==> src/rtl/trig_if.sv <==
// Handshake/bus bundle between the trig scheduler and the sin/cos tables,
// table counters and per-octave sample sources.
interface trig_if #(
  parameter int unsigned OCTAVES = 5,
  parameter int unsigned BINS    = 24
);
  localparam int unsigned OW = (OCTAVES > 1) ? $clog2(OCTAVES) : 1;
  localparam int unsigned BW = (BINS > 1) ? $clog2(BINS) : 1;

  logic [OCTAVES-1:0] sampleReady;
  logic               hold;
  logic [OW-1:0]      octave;
  logic [BW-1:0]      bin;
  logic               valid;
  logic               increment;
  logic               done;
  logic               busy;
  logic [OCTAVES-1:0] overflow;

  modport master (
    input  sampleReady, hold,
    output octave, bin, valid, increment, done, busy, overflow
  );

  modport slave (
    output sampleReady, hold,
    input  octave, bin, valid, increment, done, busy, overflow
  );
endinterface

==> src/rtl/trig_scheduler.sv <==
// Round-robin arbiter that sweeps all bins of one octave at a time through the
// shared sin/cos tables, tracking pending requests and lost samples per octave.
module trig_scheduler #(
  parameter int unsigned OCTAVES = 5,
  parameter int unsigned BINS    = 24
) (
  input  logic   clk,
  input  logic   rst,
  trig_if.master bus
);
  localparam int unsigned OW = (OCTAVES > 1) ? $clog2(OCTAVES) : 1;
  localparam int unsigned BW = (BINS > 1) ? $clog2(BINS) : 1;

  typedef enum logic [1:0] {IDLE, SWEEP, DONE} state_t;

  state_t             state, state_next;
  logic [OCTAVES-1:0] pending, pending_next;
  logic [OCTAVES-1:0] overflow_q, overflow_next;
  logic [OCTAVES-1:0] grant_mask;
  logic [OW-1:0]      rr_ptr, rr_ptr_next;
  logic [OW-1:0]      octave_q, octave_next;
  logic [BW-1:0]      bin_q, bin_next;
  logic               valid_q, done_q, busy_q;

  logic               hi_found, lo_found, grant_found;
  logic [OW-1:0]      hi_idx, lo_idx, grant_idx;

  // First pending octave at/after rr_ptr, else wrap to the lowest pending one.
  always_comb begin : rr_search
    hi_found = 1'b0;
    lo_found = 1'b0;
    hi_idx   = '0;
    lo_idx   = '0;
    for (int k = int'(OCTAVES) - 1; k >= 0; k--) begin
      if (pending[k]) begin
        if (OW'(k) >= rr_ptr) begin
          hi_found = 1'b1;
          hi_idx   = OW'(k);
        end else begin
          lo_found = 1'b1;
          lo_idx   = OW'(k);
        end
      end
    end
    grant_found = hi_found | lo_found;
    grant_idx   = hi_found ? hi_idx : lo_idx;
  end

  always_comb begin : next_state_logic
    state_next  = state;
    octave_next = octave_q;
    bin_next    = bin_q;
    rr_ptr_next = rr_ptr;
    grant_mask  = '0;
    case (state)
      IDLE: begin
        if (grant_found) begin
          grant_mask  = OCTAVES'(1) << grant_idx;
          state_next  = SWEEP;
          octave_next = grant_idx;
          bin_next    = '0;
          rr_ptr_next = (grant_idx == OW'(OCTAVES - 1)) ? '0 : grant_idx + OW'(1);
        end
      end
      SWEEP: begin
        if (!bus.hold) begin
          if (bin_q == BW'(BINS - 1)) state_next = DONE;
          else                        bin_next   = bin_q + BW'(1);
        end
      end
      DONE:    state_next = IDLE;
      default: state_next = IDLE;
    endcase
    // A new sample on the octave being granted re-arms it rather than being lost.
    pending_next  = (pending & ~grant_mask) | bus.sampleReady;
    overflow_next = overflow_q | (bus.sampleReady & pending & ~grant_mask);
  end

  always_ff @(posedge clk) begin : state_reg
    if (rst) begin
      state      <= IDLE;
      pending    <= '0;
      overflow_q <= '0;
      rr_ptr     <= '0;
      octave_q   <= '0;
      bin_q      <= '0;
      valid_q    <= 1'b0;
      done_q     <= 1'b0;
      busy_q     <= 1'b0;
    end else begin
      state      <= state_next;
      pending    <= pending_next;
      overflow_q <= overflow_next;
      rr_ptr     <= rr_ptr_next;
      octave_q   <= octave_next;
      bin_q      <= bin_next;
      valid_q    <= (state_next == SWEEP);
      done_q     <= (state_next == DONE);
      busy_q     <= (state_next != IDLE);
    end
  end

  assign bus.octave    = octave_q;
  assign bus.bin       = bin_q;
  assign bus.valid     = valid_q;
  assign bus.done      = done_q;
  assign bus.busy      = busy_q;
  assign bus.overflow  = overflow_q;
  // The counter consumes a bin only when downstream is not stalling.
  assign bus.increment = valid_q & ~bus.hold;
endmodule

==> src/flat_wrapper.sv <==
// flat-port wrapper written by rule: the top's interface ports become plain ports
module trig_scheduler_flat 
#(
  parameter int unsigned OCTAVES = 5,
  parameter int unsigned BINS    = 24
)
  (clk, rst, bus_sampleReady, bus_hold, bus_octave, bus_bin, bus_valid, bus_increment, bus_done, bus_busy, bus_overflow);
  trig_if #(.OCTAVES(OCTAVES), .BINS(BINS)) bus_i ();
  input  logic clk;
  input  logic rst;
  input wire logic [$bits(bus_i.sampleReady)-1:0] bus_sampleReady;
  input wire logic [$bits(bus_i.hold)-1:0] bus_hold;
  output wire logic [$bits(bus_i.octave)-1:0] bus_octave;
  output wire logic [$bits(bus_i.bin)-1:0] bus_bin;
  output wire logic [$bits(bus_i.valid)-1:0] bus_valid;
  output wire logic [$bits(bus_i.increment)-1:0] bus_increment;
  output wire logic [$bits(bus_i.done)-1:0] bus_done;
  output wire logic [$bits(bus_i.busy)-1:0] bus_busy;
  output wire logic [$bits(bus_i.overflow)-1:0] bus_overflow;
  assign bus_i.sampleReady = bus_sampleReady;
  assign bus_i.hold = bus_hold;
  assign bus_octave = bus_i.octave;
  assign bus_bin = bus_i.bin;
  assign bus_valid = bus_i.valid;
  assign bus_increment = bus_i.increment;
  assign bus_done = bus_i.done;
  assign bus_busy = bus_i.busy;
  assign bus_overflow = bus_i.overflow;
  trig_scheduler #(.OCTAVES(OCTAVES), .BINS(BINS)) u_core (.clk(clk), .rst(rst), .bus(bus_i));
endmodule
==> config.mk <==
export PLATFORM = sky130hd
export DESIGN_NAME = trig_scheduler_flat
export DESIGN_NICKNAME = d
export VERILOG_FILES = /design/src/rtl/trig_if.sv /design/src/rtl/trig_scheduler.sv /design/src/flat_wrapper.sv
export SDC_FILE = /design/constraint.sdc
export NUM_CORES = 1
export LEC_CHECK = 0
export CAP_MARGIN = 5
export CORE_ASPECT_RATIO = 1.5
export CORE_MARGIN = 1.5
export CORE_UTILIZATION = 35
export DETAILED_ROUTE_END_ITERATION = 8
export PLACE_DENSITY_LB_ADDON = 0.3
export SLEW_MARGIN = 5
export SYNTH_ARGS = -nofsm -noshare
export SYNTH_HDL_FRONTEND = slang
export SYNTH_SLANG_ARGS = --single-unit
==> constraint.sdc <==
create_clock -name clk -period 3.95 [get_ports clk]
set_clock_uncertainty 0.2 [all_clocks]
set_input_delay 0.5925 -clock clk [delete_from_list [all_inputs] [get_ports clk]]
set_output_delay 0.5925 -clock clk [all_outputs]
set_load 0.01 [all_outputs]
# == Word-level counts from Yosys, hierarchy flattened ==
# Cells that the tools add are included.
# totals
elab_cells,91
output_inout_bits,17
reg_bits,26
in_bits,8
# op_classes
n_shift,1
magnitude_cmp,5
reduce_logical,5
n_bitwise,9
eq_ne,8
muxes,52
addsub,2
# op_table
operator,n
3-bit 2-to-1 mux,22
5-bit 2-to-1 mux,5
1-bit 2-to-1 mux,20
5-bit AND,3
5-bit OR,2
5-bit case mux with 2 select lines,1
"1-bit by 3-bit greater-or-equal comparator with 1-bit output, first input constant",2
"2-bit by 3-bit greater-or-equal comparator with 1-bit output, first input constant",2
2-bit 2-to-1 mux,3
"5-bit by 1-bit adder with 5-bit output, second input constant",1
"5-bit == test, second input constant",1
5-bit inverter,1
"1-bit by 3-bit << shifter with 5-bit output, first input constant",1
"2-bit by 1-bit == test with 1-bit output, second input constant",2
"2-bit inequality test, second input constant",2
2-bit case mux with 2 select lines,1
4-bit AND reduction,1
2-bit nonzero test,2
"3-bit by 1-bit adder with 3-bit output, second input constant",1
"3-bit == test, second input constant",1
"3-bit greater-or-equal comparator, first input constant",1
"2-bit == test, second input constant",1
2-bit zero test,1
"2-bit by 1-bit inequality test with 1-bit output, second input constant",1
other kinds (4),4

# == Longest topological paths before layout ==
# depth
depth_word,18
depth_mapped,11
mapped_depth_nobuf,10

# == Least setup slack after synthesis ==
# Ideal clock, no wire load.
# synth_path
kind,register to register
startpoint,register u_core.rr_ptr[1]
endpoint,"register u_core.overflow_q[4], in the netlist u_core.bus.overflow[4]"
setup_ns,0.122
stages_incl_launch_ff,11
t_arrival_ns,2.162
path_slack_ns,1.466
n_path_buf,1
synth_period_minus_slack_ns,2.484
required_ns,3.628
cell_sequence,dfxtp_1 -> buf_6 -> nor3b_1 -> a21oi_1 -> o31a_1 -> a31oi_1 -> ha_1 -> nand3_1 -> o22a_1 -> and2_1 -> a221o_1
# synth_via
elab_chain_cells,18
elab_cells_between_ends,53
cone_classes,5 x order compare; 1 x shift; 43 x mux; 4 x bitwise
# synth_lines
item,line,rtl
start: declaration,trig_scheduler.sv:20,"logic [OW-1:0] rr_ptr, rr_ptr_next;"
start signal: assignment,trig_scheduler.sv:94,rr_ptr <= rr_ptr_next;
3-bit greater-or-equal comparator,trig_scheduler.sv:36,if (OW'(k) >= rr_ptr) begin
1-bit 2-to-1 mux / 3-bit 2-to-1 mux (equally long branches),trig_scheduler.sv:36,
1-bit 2-to-1 mux / 3-bit 2-to-1 mux (equally long branches),trig_scheduler.sv:35,if (pending[k]) begin
1-bit 2-to-1 mux / 3-bit 2-to-1 mux (equally long branches),trig_scheduler.sv:36,
1-bit 2-to-1 mux / 3-bit 2-to-1 mux (equally long branches),trig_scheduler.sv:35,
1-bit 2-to-1 mux / 3-bit 2-to-1 mux (equally long branches),trig_scheduler.sv:36,
1-bit 2-to-1 mux / 3-bit 2-to-1 mux (equally long branches),trig_scheduler.sv:35,
1-bit 2-to-1 mux / 3-bit 2-to-1 mux (equally long branches),trig_scheduler.sv:36,
(+2 left out),--,
1-bit 2-to-1 mux / 3-bit 2-to-1 mux (equally long branches),trig_scheduler.sv:35,
3-bit 2-to-1 mux,trig_scheduler.sv:46,grant_idx = hi_found ? hi_idx : lo_idx;
1-bit by 3-bit << shifter with 5-bit output,trig_scheduler.sv:58,grant_mask = OCTAVES'(1) << grant_idx;
5-bit 2-to-1 mux *,trig_scheduler.sv:57,if (grant_found) begin
5-bit 2-to-1 mux *,trig_scheduler.sv:55,case (state)
5-bit inverter *,trig_scheduler.sv:76,overflow_next = overflow_q | (bus.sampleReady & pending & ~grant_mask);
5-bit AND *,trig_scheduler.sv:76,
5-bit OR *,trig_scheduler.sv:76,
end signal: assignment,trig_scheduler.sv:93,overflow_q <= overflow_next;
end: declaration,trig_scheduler.sv:18,"logic [OCTAVES-1:0] overflow_q, overflow_next;"
# Every way passes the cells marked *; elsewhere a longest branch is shown, timed or not.
# A chain may end at the register's enable or synchronous reset.

# == Final worst setup path ==
# layout_path
startpoint,register u_core.pending[0]
endpoint,"register u_core.overflow_q[4], in the netlist u_core.bus.overflow[4]"
# layout_via
elab_chain_cells,8
elab_cells_between_ends,12
cone_classes,1 x shift; 7 x mux; 4 x bitwise
# layout_lines
item,line,rtl
start: declaration,trig_scheduler.sv:17,"logic [OCTAVES-1:0] pending, pending_next;"
start signal: assignment,trig_scheduler.sv:92,pending <= pending_next;
3-bit 2-to-1 mux / 1-bit 2-to-1 mux (equally long branches),trig_scheduler.sv:35,
3-bit 2-to-1 mux,trig_scheduler.sv:46,
1-bit by 3-bit << shifter with 5-bit output,trig_scheduler.sv:58,
5-bit 2-to-1 mux *,trig_scheduler.sv:57,
5-bit 2-to-1 mux *,trig_scheduler.sv:55,
5-bit inverter *,trig_scheduler.sv:76,
5-bit AND *,trig_scheduler.sv:76,
5-bit OR *,trig_scheduler.sv:76,
# Marks and branches as above.

==> impl_metrics.json <==
{
  "status": "finished, final reports clean",
  "ys_async_sr_fraction_pct": 0,
  "timing.rr.start": "u_core.pending[0]$_SDFF_PP0_",
  "worstRegToRegCells": 8,
  "end_kind": "register",
  "clkSlewWorstSetupHoldPaths_ns": 0.08,
  "vias": 1325,
  "grt_use_total_pct": 16.3,
  "cts_num_sinks": 26,
  "synthesis.nets": 186,
  "h-tree-depth": 1,
  "power_density_nw_per_um2": 544,
  "dr.first_iter.drc_count": 43,
  "yosysSeqAreaShare_pct": 34.3,
  "grt_pass1_vias": 1349,
  "syn_avg_cell_area_um2": 8.82,
  "critical_path_required_ns": 3.91,
  "netlist_top_cells_count": "dfxtp_1, nor2_1, nand2_1",
  "p_leak_uw": 0.000651,
  "drcViolationCount": 0,
  "criticalPathCategory": "register to register",
  "diodes": 0,
  "routed_wl_um": 3640,
  "holdWs_ns": 0.267,
  "antenna_found_initial": 0,
  "synth.yosys.warnings": 0,
  "synth.largest_area_cell": "dfxtp_1",
  "area_growth_pct": 18.5,
  "dieArea_um2": 4740,
  "cts_tree": "done",
  "r2r_setup_slack_ns": 1.01,
  "via_per_inst": 5.61,
  "r2r-end": "u_core.bus.overflow[4]$_SDFF_PP0_",
  "cts-root-buf": "clkbuf_8",
  "gp_congestion": 0.907,
  "start_util_pct": 36.0,
  "synth_top_area_share_pct": 34.3,
  "min_period_ns": 2.94,
  "maxCapViolCount": 0,
  "synth_flop_cell": "dfxtp_1",
  "crit_arrival_ns": 2.91,
  "max_stage_delay_ns": 0.59,
  "hpwl_um": 2780,
  "port_buffers": 24,
  "dr.pass1.iters": 4,
  "holdPathStages": 2,
  "grt_max_degree": 25,
  "timing.final.max_slew_violations": 0,
  "clock_path_buffers": 2,
  "crit_chain": "a21oi_1 -> o31a_1 -> a31oi_1 -> ha_1 -> nand2_1 -> o22a_1 -> and2_1 -> a221o_1",
  "slew_headroom_pct": 52.6,
  "path_delay_family": "compound AO/OA/AOI/OAI gates",
  "core_region_area_um2": 4210,
  "min_to": "u_core.bus.octave[0]$_SDFFE_PP0P_",
  "synth_area_um2": 1520,
  "drive_gt1_share_pct": 8.95,
  "fp.dieW_um": 56.7,
  "fin_nets": 206,
  "clk_latency_ns": 0.27,
  "io_pins": 25,
  "post_cts_resized": 0,
  "path_buf_inv": 0,
  "hold_buffers": 0,
  "rows": 29,
  "yosysUniqueCellTypes": 53,
  "synth.area.top_cells": "dfxtp_1, ha_1, nor2_1",
  "synth_edf_count": 0,
  "setup_viol": 0,
  "clock.fmax_mhz": 340,
  "hold_violations": 0,
  "path_max_fanout": 12,
  "die_y_um": 83.6,
  "start_kind": "register",
  "min_from": "u_core.bus.octave[0]$_SDFFE_PP0P_",
  "rsz0062_at_grt": "false",
  "drtAntennaViolNets": 0,
  "period_share_pct": 74.6,
  "syn_inst": 172,
  "vdd_ir_drop_max_mv": 0.299,
  "ys_seq_elements": 26,
  "cts_buffers": 3,
  "postCtsSetupBuffers": 0,
  "synth_most_common_cell": "dfxtp_1",
  "wire_per_inst_um": 15.4,
  "hp-class": "register to register",
  "setup-tns-final_ns": 0,
  "slowest_stage": "dfxtp_1",
  "tightest_slew_ns": 0.707,
  "grt_first_pass_wirelength_um": 6210,
  "overflow": 0
}
[placed cells by master (no fill, tap or decap), drive strengths merged, types with 6 or more instances in the layout]
| cell | n |
|---|---|
| clkdlybuf4s50 | 24 |
| inv | 11 |
| nor2 | 19 |
| dfxtp | 26 |
| nor3 | 9 |
| ha | 6 |
| a21oi | 12 |
| nand2 | 13 |
| o21ai | 6 |
[per-stage QoR]
stage	total power (uW)	area (um2)	worst slack (ns)	util (%)	instances
floorplan	711	1520	1.47	-	172
global placement	842	1760	1.04	41.7	233
detailed placement	838	1760	1.03	41.7	233
CTS	990	1800	1.00	42.7	236
global route	1050	1800	0.797	42.7	236
finish	978	1800	1.01	42.7	236
[worst max-delay path by stage]
| stage | start | end | cells after the start |
|---|---|---|---|
| 5_1_grt | u_core.pending[0]$_SDFF_PP0_ | u_core.bus.overflow[4]$_SDFF_PP0_ | 8 |
| 2_1_floorplan | u_core.rr_ptr[1]$_SDFFE_PP0P_ | u_core.bus.overflow[4]$_SDFF_PP0_ | 10 |
| 4_1_cts | u_core.pending[0]$_SDFF_PP0_ | u_core.bus.overflow[4]$_SDFF_PP0_ | 8 |
| 3_3_place_gp | u_core.pending[0]$_SDFF_PP0_ | u_core.bus.overflow[4]$_SDFF_PP0_ | 8 |
| 3_5_place_dp | u_core.pending[0]$_SDFF_PP0_ | u_core.bus.overflow[4]$_SDFF_PP0_ | 8 |
| 6_report | u_core.pending[0]$_SDFF_PP0_ | u_core.bus.overflow[4]$_SDFF_PP0_ | 8 |
[final cells by class]
cell class	count	area, um2
well taps	46	57.6
repair buffers	25	248
multi-input cells	125	888
clock buffers	3	41.3
fillers	420	2410
inverters	11	41.3
flip-flops and latches	26	520
[metal layers]
layer	up-vias	GRT usage (%)	wire [um]
met4	0	10.1	174
met2	29	29.1	1930
met3	13	2.33	95
li1	666	-	-
met5	-	0	0
met1	617	17.4	1440
[where the power goes]
group | switching [uW] | total [uW] | internal, uW
Clock | 79.2 | 148 | 68.4
Combinational | 251 | 453 | 202
Sequential | 69.3 | 378 | 308
[tightest hold or removal path: stages, from the launching register on]
cell     delay, ns
dfxtp_1       0.32
nand2_1       0.05
mux2i_1       0.06
[logic make-up (layout without fill, tap and decap cells)]
| logic type | after synthesis | after routing | synth area share, % |
|---|---|---|---|
| buffers and inverters | 21 | 39 | 7.10 |
| flip-flops | 26 | 26 | 34.3 |
| XOR/XNOR | 4 | 4 | 2.31 |
| AND/OR/NAND/NOR | 64 | 64 | 22.5 |
| adder cells (fa/ha/maj) | 6 | 6 | 4.95 |
| AO/OA/AOI/OAI | 48 | 48 | 26.8 |
| multiplexers | 3 | 3 | 1.98 |
Power figures use the tool's default switching activity.
